**config.mk**
```make
export PLATFORM = sky130hd
export DESIGN_NAME = mult_sequencer
export DESIGN_NICKNAME = d
export VERILOG_FILES = /design/src/rtl/mult_sequencer.sv
export SDC_FILE = /design/constraint.sdc
export NUM_CORES = 1
export LEC_CHECK = 0
export ABC_CLOCK_PERIOD_IN_PS = 2900
export CAP_MARGIN = 5
export CORE_MARGIN = 2
export CORE_UTILIZATION = 60
export CTS_BUF_LIST = sky130_fd_sc_hd__clkbuf_8
export CTS_CLUSTER_SIZE = 16
export DETAILED_ROUTE_END_ITERATION = 8
export PLACE_DENSITY = 0.82
export SLEW_MARGIN = 20
export SYNTH_ARGS = -nofsm -noshare
export SYNTH_HDL_FRONTEND = slang
export SYNTH_SLANG_ARGS = --single-unit
```
**constraint.sdc**
```tcl
create_clock -name clk -period 2.9 [get_ports clk]
set_clock_uncertainty 0.1 [all_clocks]
set_input_delay 0.29 -clock clk [delete_from_list [all_inputs] [get_ports clk]]
set_output_delay 0.29 -clock clk [all_outputs]
set_load 0.005 [all_outputs]
```
**src/rtl/mult_sequencer.sv**
```systemverilog
// Multi-cycle signed multiply: shift-and-add on operand magnitudes, then sign correction.
// busy stalls the PC while an operation is in flight; done pulses with result/ovf valid.
module mult_sequencer #(
  parameter int unsigned WIDTH = 8
) (
  input  logic             clk,
  input  logic             reset,
  input  logic             start,
  input  logic [WIDTH-1:0] operand1,
  input  logic [WIDTH-1:0] operand2,
  output logic             busy,
  output logic             done,
  output logic [WIDTH-1:0] result,
  output logic             ovf
);

  localparam int unsigned AccW = 2 * WIDTH;
  localparam int unsigned CntW = (WIDTH > 1) ? $clog2(WIDTH) : 1;
  localparam logic [CntW-1:0] LastStep = CntW'(WIDTH - 1);

  localparam logic [1:0] StIdle = 2'd0;
  localparam logic [1:0] StRun  = 2'd1;
  localparam logic [1:0] StSign = 2'd2;
  localparam logic [1:0] StDone = 2'd3;

  logic [1:0]       state_q, state_d;
  logic [AccW-1:0]  acc_q, acc_d;
  logic [AccW-1:0]  mcand_q, mcand_d;
  logic [WIDTH-1:0] mplr_q, mplr_d;
  logic [CntW-1:0]  count_q, count_d;
  logic             neg_q, neg_d;
  logic [WIDTH-1:0] result_q, result_d;
  logic             ovf_q, ovf_d;

  logic [WIDTH-1:0] mag1, mag2;
  logic [AccW-1:0]  corrected;
  logic [WIDTH:0]   upper;

  // Unsigned magnitudes: -(-128) wraps to 0x80, which is exactly 128 unsigned.
  assign mag1      = operand1[WIDTH-1] ? -operand1 : operand1;
  assign mag2      = operand2[WIDTH-1] ? -operand2 : operand2;
  assign corrected = neg_q ? -acc_q : acc_q;
  // Fits in signed WIDTH bits only if the top WIDTH+1 bits are all sign copies.
  assign upper     = corrected[AccW-1:WIDTH-1];

  always_comb begin
    state_d  = state_q;
    acc_d    = acc_q;
    mcand_d  = mcand_q;
    mplr_d   = mplr_q;
    count_d  = count_q;
    neg_d    = neg_q;
    result_d = result_q;
    ovf_d    = ovf_q;
    case (state_q)
      StIdle: begin
        if (start) begin
          mcand_d = {{WIDTH{1'b0}}, mag1};
          mplr_d  = mag2;
          neg_d   = operand1[WIDTH-1] ^ operand2[WIDTH-1];
          acc_d   = '0;
          count_d = '0;
          state_d = StRun;
        end
      end
      StRun: begin
        if (mplr_q[0]) acc_d = acc_q + mcand_q;
        mcand_d = mcand_q << 1;
        mplr_d  = mplr_q >> 1;
        count_d = count_q + CntW'(1);
        if (count_q == LastStep) state_d = StSign;
      end
      StSign: begin
        // result/ovf load on the edge entering DONE so they are valid with the pulse.
        acc_d    = corrected;
        result_d = corrected[WIDTH-1:0];
        ovf_d    = !((&upper) || !(|upper));
        state_d  = StDone;
      end
      StDone: begin
        state_d = StIdle;
      end
      default: begin
        state_d = StIdle;
      end
    endcase
  end

  always_ff @(posedge clk) begin
    if (reset) begin
      state_q  <= StIdle;
      acc_q    <= '0;
      mcand_q  <= '0;
      mplr_q   <= '0;
      count_q  <= '0;
      neg_q    <= 1'b0;
      result_q <= '0;
      ovf_q    <= 1'b0;
    end else begin
      state_q  <= state_d;
      acc_q    <= acc_d;
      mcand_q  <= mcand_d;
      mplr_q   <= mplr_d;
      count_q  <= count_d;
      neg_q    <= neg_d;
      result_q <= result_d;
      ovf_q    <= ovf_d;
    end
  end

  assign busy   = (state_q != StIdle);
  assign done   = (state_q == StDone);
  assign result = result_q;
  assign ovf    = ovf_q;

endmodule
```
==> Word level (Yosys, flattened, before mapping) <==
Cells that the tools add are included.
{ "classes": {"addsub": 5, "eq_ne": 7, "n_mux": 15, "bitwise_logic": 1, "reduce_logical": 13} }
{ "op_table": {"columns": ["operator", "count"], "rows": [
  ["2-to-1 mux 16 bit", 4],
  ["case mux 16 bit (3 select lines)", 1],
  ["case mux 16 bit (2 select lines)", 1],
  ["2-to-1 mux 8 bit", 3],
  ["adder 16 bit", 1],
  ["negation 16 bit", 1],
  ["negation 8 bit", 2],
  ["case mux 8 bit (2 select lines)", 1],
  ["AND reduction 9 bit", 1],
  ["OR reduction 9 bit", 1],
  ["case mux 2 bit (4 select lines)", 1],
  ["!= test 2 bit (second input constant)", 3],
  ["case mux 3 bit (2 select lines)", 1],
  ["AND reduction 2 bit", 3],
  ["equality test 2 bit (second input constant)", 2],
  ["2-to-1 mux 2 bit", 2],
  ["nonzero test 2 bit", 2],
  ["adder 3 x 1 -> 3 bit (second input constant)", 1],
  ["equality test 3 bit (second input constant)", 1],
  ["2-to-1 mux 3 bit", 1],
  ["AND reduction 3 bit", 1],
  ["nonzero test 3 bit", 1],
  ["equality test 2 x 1 -> 1 bit (second input constant)", 1],
  ["logical NOT 1 bit", 2],
  ["other kinds (3)", 3]
]} }
{ "word_totals": {"register_bits": 55, "input_bits": 19, "output_inout_bits": 11, "elab_cells": 49} }

==> Logic depth before layout (Yosys ltp) <==
Gate-level depths: netlist (run 1).
{ "depth": {"depth_word": 6, "depth_mapped": 12, "ltp_nobuf": 10} }

==> Worst setup path after synthesis (run 1) <==
Ideal clock, no wire load.
{ "synth_timing": {"path_kind": "register -> register", "from": "register state_q[0]", "to": "register acc_q[13]", "setup_ns": 0.070, "arrival_ns": 2.246, "required_time_ns": 2.730, "setup_slack_ns": 0.484, "path_stages_with_launch": 11, "path_buffers": 3, "synth_period_minus_slack_ns": 2.416, "path_cell_list": "dfxtp_1 inv_1 ha_1 nor2b_4 buf_6 or3_1 buf_2 or3_1 buf_2 o41a_1 o21ai_1"} }
{ "synth_between": {"elab_chain_cells": 3, "word_cells_on_any_way": 8, "classes_between": "eq/ne: 4; mux: 1; reduce/logical: 3"} }
{ "synth_rtl": {"columns": ["item", "line", "source"], "rows": [
  ["start, declared", "26", "logic [1:0] state_q, state_d;"],
  ["start signal, assigned", "91", "state_q <= StIdle;"],
  ["start signal, assigned", "100", "state_q <= state_d;"],
  ["equality test 2 x 1 -> 1 bit, or another cell as far along", "55", "case (state_q)"],
  ["!= test 2 bit (no line) or nonzero test 3 bit (tied branches)", null, null],
  ["AND reduction 3 bit (no line)", null, null],
  ["end signal, assigned", "92", "acc_q <= '0;"],
  ["end signal, assigned", "101", "acc_q <= acc_d;"],
  ["end, declared", "27", "logic [AccW-1:0] acc_q, acc_d;"]
]} }
Several ways; a longest one is shown, not always the timed one.
A chain may end at the register's enable or synchronous reset.

==> Worst setup path after layout (run 1) <==
{ "layout_timing": {"from": "register acc_q[0]", "to": "register acc_q[12]"} }
{ "layout_between": {"elab_chain_cells": 3, "word_cells_on_any_way": 5, "classes_between": "add/sub: 2; mux: 3"} }
{ "layout_rtl": {"columns": ["item", "line"], "rows": [
  ["negation 16 bit or adder 16 bit (tied branches)", "42, 67"],
  ["2-to-1 mux 16 bit, on equally long branches", "42, 67"],
  ["case mux 16 bit (3 select lines) *", "55"]
]} }
Every way passes the cells marked *; elsewhere a longest branch is shown, timed or not. The select of a mux whose other input is x is not followed.

==> flow_summary.json, run 1 <==
{
  "die_x_um": 83.79,
  "end_kind": "register",
  "cp_data_arrival_time_ps": 2810,
  "startpoint_type": "register",
  "clk_latency_ps": 310,
  "avgSynthCellArea_um2": 7.625,
  "routedWlPerCell_um": 15.61,
  "max_stage_delay_ps": 410,
  "final_util_pct": 67.66,
  "syn_inst": 501,
  "critPathBufInv": 1,
  "maxCapViolations": 0,
  "cts_num_sinks": 55,
  "core_area_um2": 6241,
  "ys_seq_area_share_pct": 28.82,
  "status": "completed",
  "cts-buffers-inserted": 5,
  "p_per_area_nw_per_um2": 669.0,
  "grt_pass1_vias": 3504,
  "postCtsSetupRepairBufs": 0,
  "grt_pass1_wl_um": 16080,
  "root_buffer": "clkbuf_8",
  "clk_pin_slew_ps": 100,
  "p_leak_nw": 1.715,
  "vdd_ir_drop_max_mv": 0.8210,
  "path_class": "reg -> reg",
  "crit_required_ps": 3020,
  "tightest_slew_ps": 811.9,
  "synthDistinctLibCells": 52,
  "gr-total-overflow": 0,
  "critPathTopFamily": "compound AO/OA/AOI/OAI gates",
  "grtUsageTotal_pct": 27.29,
  "antenna_found_initial": 0,
  "period_share_pct": 92.75,
  "cts_tree": "built",
  "wl_um": 9239,
  "slew_headroom_pct": 45.87,
  "portBuffers": 29,
  "syn-cell-area_um2": 3820,
  "setup_tns_ps": 0,
  "dr.pass1.iters": 5,
  "hold_buffers": 0,
  "remaining_drc_errors": 0,
  "ys_warn_count": 0,
  "num_io_pins": 30,
  "fin_hold_ws_ps": 359.6,
  "cpMaxStageDelayCell": "dfxtp_1",
  "synth-edff-count": 0,
  "drv_slew": 0,
  "htreeDepth": 2,
  "cts_resized": 0,
  "gp_congestion": 0.9367,
  "setup_viol": 0,
  "hold_viol": 0,
  "hp-class": "reg -> reg",
  "syn-num-nets": 546,
  "cts_buffer_depth": 2,
  "rows": 29,
  "grt_max_degree": 33,
  "synth-async-reset-ratio_pct": 0,
  "first_iter_violations": 277,
  "start_util_pct": 61.21,
  "area_growth_pct": 10.55,
  "die_h_um": 83.79,
  "dp_hpwl_um": 6831,
  "rsz0062_at_grt": "false",
  "synthFlopType": "dfxtp_1",
  "drive_above_1_share_pct": 4.466,
  "diodes": 0,
  "fin_nets": 559,
  "fin_crit_ps": 2690,
  "power.total_mw": 2.825,
  "vias": 3706,
  "synth-seq-cells": 55,
  "fp.dieArea_um2": 7021,
  "max_freq_ghz": 0.3718,
  "viasPerCell": 6.260,
  "crit_chain": "ha_1 -> inv_1 -> fa_1 -> nor2b_1 -> o31a_1 -> o221ai_1 -> a21oi_1 -> mux2i_1 -> nand3_1 -> a22o_1",
  "ant_nets": 0,
  "crit_path_max_fanout": 5
}
## Yosys cell counts (all sizes together) (8+ instances only)
master  instances  area (µm²)
buf             8       41.28
nor3           13       65.06
clkbuf         23       86.33
dfxtp          55        1101
a211oi          8       60.06
xor2           22       192.7
xnor2          14       122.6
ha             25       312.8
nor2           49       183.9
nor4           10       77.57
inv            15       56.30
a22oi          18       135.1
a21o            9       67.56
nand3          11       55.05
nand2          75       281.5
o21ai          30       150.1
a21oi          30       150.1
## where the power goes
group / switching, mW / internal, mW
Combinational: 0.878 / 0.522
Clock: 0.255 / 0.166
Sequential: 0.105 / 0.899
## metrics by stage
step	area, µm²	setup WS, ps	instances
detailed placement	4139	264.8	584
floorplan	3820	483.5	501
CTS	4223	243.2	592
global route	4223	118.2	592
global placement	4139	404.8	584
finish	4223	210.4	592
## worst register-to-register path, stage by stage, from the launching register on
cell      delay (ps)
dfxtp_1          410
ha_1             210
inv_1             60
fa_1             400
nor2b_1          180
o31a_1           230
o221ai_1         180
a21oi_1          280
mux2i_1          240
nand3_1          100
a22o_1           210
## per-layer routing
metal / track usage, % / wire [µm]
met1: 35.95 / 4083
met2: 46.62 / 4446
met3: 4.352 / 530
met4: 7.038 / 178
met5: 0 / 0
## kinds of logic after synthesis
kind of cell / count (synthesis) / share of synthesized area [%]
buffers and inverters: 46 / 4.815
xor gates and xnor gates: 36 / 8.254
muxes: 7 / 1.834
adders and majority gates: 26 / 8.713
DFF: 55 / 28.82
and+or+nand+nor: 189 / 23.16
AOI/OAI and AO/OA: 142 / 24.40
## path summary, 6_finish.rpt
check                           startpoint   endpoint  slack (ps)  cells after the start
worst max register to register    acc_q[0]  acc_q[12]         210                     10
worst min-delay path             mplr_q[3]  mplr_q[3]         360                      2
worst min register to register   mplr_q[3]  mplr_q[3]         360                      2
worst max-delay path              acc_q[0]  acc_q[12]         210                     10
## sequential cells by signal, indices dropped and copies added, names as in the netlist
name / cells
neg_q: 1
ovf: 1
result: 8
mcand_q: 16
mplr_q: 8
state_q: 2
count_q: 3
acc_q: 16
## layout by cell type (no fill, tap or decap), types with 14 or more instances in the layout
| master | n |
|---|---|
| xor2_1 | 22 |
| clkdlybuf4s50_1 | 29 |
| xnor2_1 | 14 |
| o21ai_0 | 27 |
| a22oi_1 | 18 |
| inv_1 | 15 |
| nand2_1 | 75 |
| nor2_1 | 49 |
| ha_1 | 25 |
| a21oi_1 | 30 |
| dfxtp_1 | 55 |
## cell type report
| class | count | area, µm² |
|---|---|---|
| Timing Repair Buffer | 37 | 350.3 |
| Inverter | 15 | 56.30 |
| Sequential cell | 55 | 1101 |
| Clock inverter | 3 | 15.01 |
| Multi-Input combinational cell | 400 | 2535 |
| Clock buffer | 5 | 68.82 |
| Tap cell | 77 | 96.34 |
| Fill cell | 535 | 2018 |
Power figures use the tool's default switching activity.
==> run 2, diff against run 1 <==
--- a/config.mk
+++ b/config.mk
@@ -7,6 +7,7 @@
 export LEC_CHECK = 0
 export ABC_CLOCK_PERIOD_IN_PS = 2900
 export CAP_MARGIN = 5
+export CORE_ASPECT_RATIO = 0.7
 export CORE_MARGIN = 2
 export CORE_UTILIZATION = 60
 export CTS_BUF_LIST = sky130_fd_sc_hd__clkbuf_8
==> flow_summary.json, run 2 (synthesis results as in run 1) <==
{
  "fillers": 556,
  "path_class": "reg -> reg",
  "internal-power_mw": 1.611,
  "clk_latency_ps": 310,
  "root_buffer": "clkbuf_8",
  "first_iter_violations": 336,
  "max_stage_delay_ps": 430,
  "die_h_um": 70.76,
  "critPathTopFamily": "compound AO/OA/AOI/OAI gates",
  "rsz0062_at_grt": "false",
  "portBuffers": 29,
  "layout_commonest_cell": "nand2_1",
  "ant_nets": 0,
  "regArea_um2": 1101,
  "antenna_found_initial": 0,
  "grt_pass1_vias": 3386,
  "vdd_ir_drop_max_mv": 0.5525,
  "vias": 3743,
  "slew_headroom_pct": 40.48,
  "period_share_pct": 93.54,
  "dp_hpwl_um": 7404,
  "gr-total-overflow": 0,
  "rows": 24,
  "crit_path_max_fanout": 5,
  "drive_above_1_share_pct": 4.475,
  "power.share.switching_pct": 44.12,
  "place_area_um2": 4128,
  "dr.pass1.iters": 5,
  "p_leak_nw": 1.715,
  "num_io_pins": 30,
  "finalInstanceArea_um2": 4227,
  "gp_congestion": 0.9235,
  "diodes": 0,
  "grtUsageTotal_pct": 29.01,
  "setup_tns_ps": 0,
  "crit_required_ps": 3020,
  "wl_um": 10090,
  "cts_tree": "built",
  "top_regs": "acc_q x16, mcand_q x16",
  "crit_chain": "ha_1 -> inv_1 -> fa_1 -> nor2b_1 -> o31a_1 -> o221ai_1 -> a21oi_2 -> mux2i_1 -> nand3_1 -> a22o_1",
  "pwr-share-comb_pct": 49.3,
  "clk_pin_slew_ps": 110,
  "cts_num_sinks": 55,
  "max_freq_ghz": 0.3687,
  "htreeDepth": 2,
  "p_seq_share_pct": 35.2,
  "cts_buffer_depth": 2,
  "hp-class": "in -> reg",
  "routedWlPerCell_um": 17.04,
  "drv_slew": 0,
  "tightest_slew_ps": 892.8,
  "die_x_um": 99.37,
  "grt_max_degree": 37,
  "grt_pass1_wl_um": 16660,
  "setup_viol": 0,
  "fp.dieArea_um2": 7031,
  "final_cell_mix": "nand2_1 (75), dfxtp_1 (55), nor2_1 (49), a21oi_1 (29), clkdlybuf4s50_1 (28)",
  "remaining_drc_errors": 0,
  "p_switching_mw": 1.272,
  "viasPerCell": 6.323,
  "hold_viol": 0,
  "fin_nets": 558,
  "status": "completed",
  "p_clk_share_pct": 15.5,
  "cts-buffers-inserted": 5,
  "area_growth_pct": 10.65,
  "cp_data_arrival_time_ps": 2830,
  "multi_input_area_um2": 2539,
  "core_area_um2": 6186,
  "p_per_area_nw_per_um2": 682.1,
  "startpoint_type": "register",
  "end_kind": "register",
  "postCtsSetupRepairBufs": 0,
  "start_util_pct": 61.75,
  "fin_crit_ps": 2713,
  "cpMaxStageDelayCell": "dfxtp_1",
  "maxCapViolations": 0,
  "critPathBufInv": 1
}
-- run 2: power by group through the flow --
stage	clock network (mW)	logic, mW	registers [mW]
6_report	0.445	1.42	1.02
5_1_grt	0.481	1.57	1.03
4_1_cts	0.450	1.40	1.01
3_5_place_dp	0	1.39	1.03
3_3_place_gp	0	1.35	1.02
2_1_floorplan	0	0.995	0.995
-- run 2: worst paths after layout --
path,from,endpoint,slack [ps],cells past startpoint
worst max-delay path,acc_q[0],acc_q[12],190,10
worst min register to register,mplr_q[6],mplr_q[6],360,2
worst max register to register,acc_q[0],acc_q[12],190,10
worst min-delay path,reset,state_q[1],260,2
-- run 2: per-stage QoR --
stage	util, %	instances	power (mW)	hold slack [ps]	setup WS [ps]
floorplan	-	501	1.990	331.5	483.5
global placement	66.73	584	2.367	338.0	408.0
CTS	68.26	592	2.861	247.8	183.0
finish	68.33	592	2.883	258.8	187.4
global route	68.33	592	3.083	267.6	32.35
detailed placement	66.73	584	2.416	348.9	199.2
-- run 2: layout make-up --
type                    count  share of cell area (%)
multi-input cells         400                   60.07
flip-flops and latches     55                   26.05
repair buffers             36                   7.993
well taps                  78                   2.309
clock buffers               6                   1.954
inverters                  15                   1.332
clock inverters             2                  0.2960
-- run 2: repair_timing --
item / 4_1_cts / 5_1_grt
hold buffers: 0 / 0
setup endpoints to repair: 0 / 1
resized for setup: 0 / 1
-- run 2: layer usage --
metal	global-route usage [%]	wire, µm
met5	0	0
met4	5.327	76
met3	5.929	811
met2	43.02	4244
met1	44.03	4954
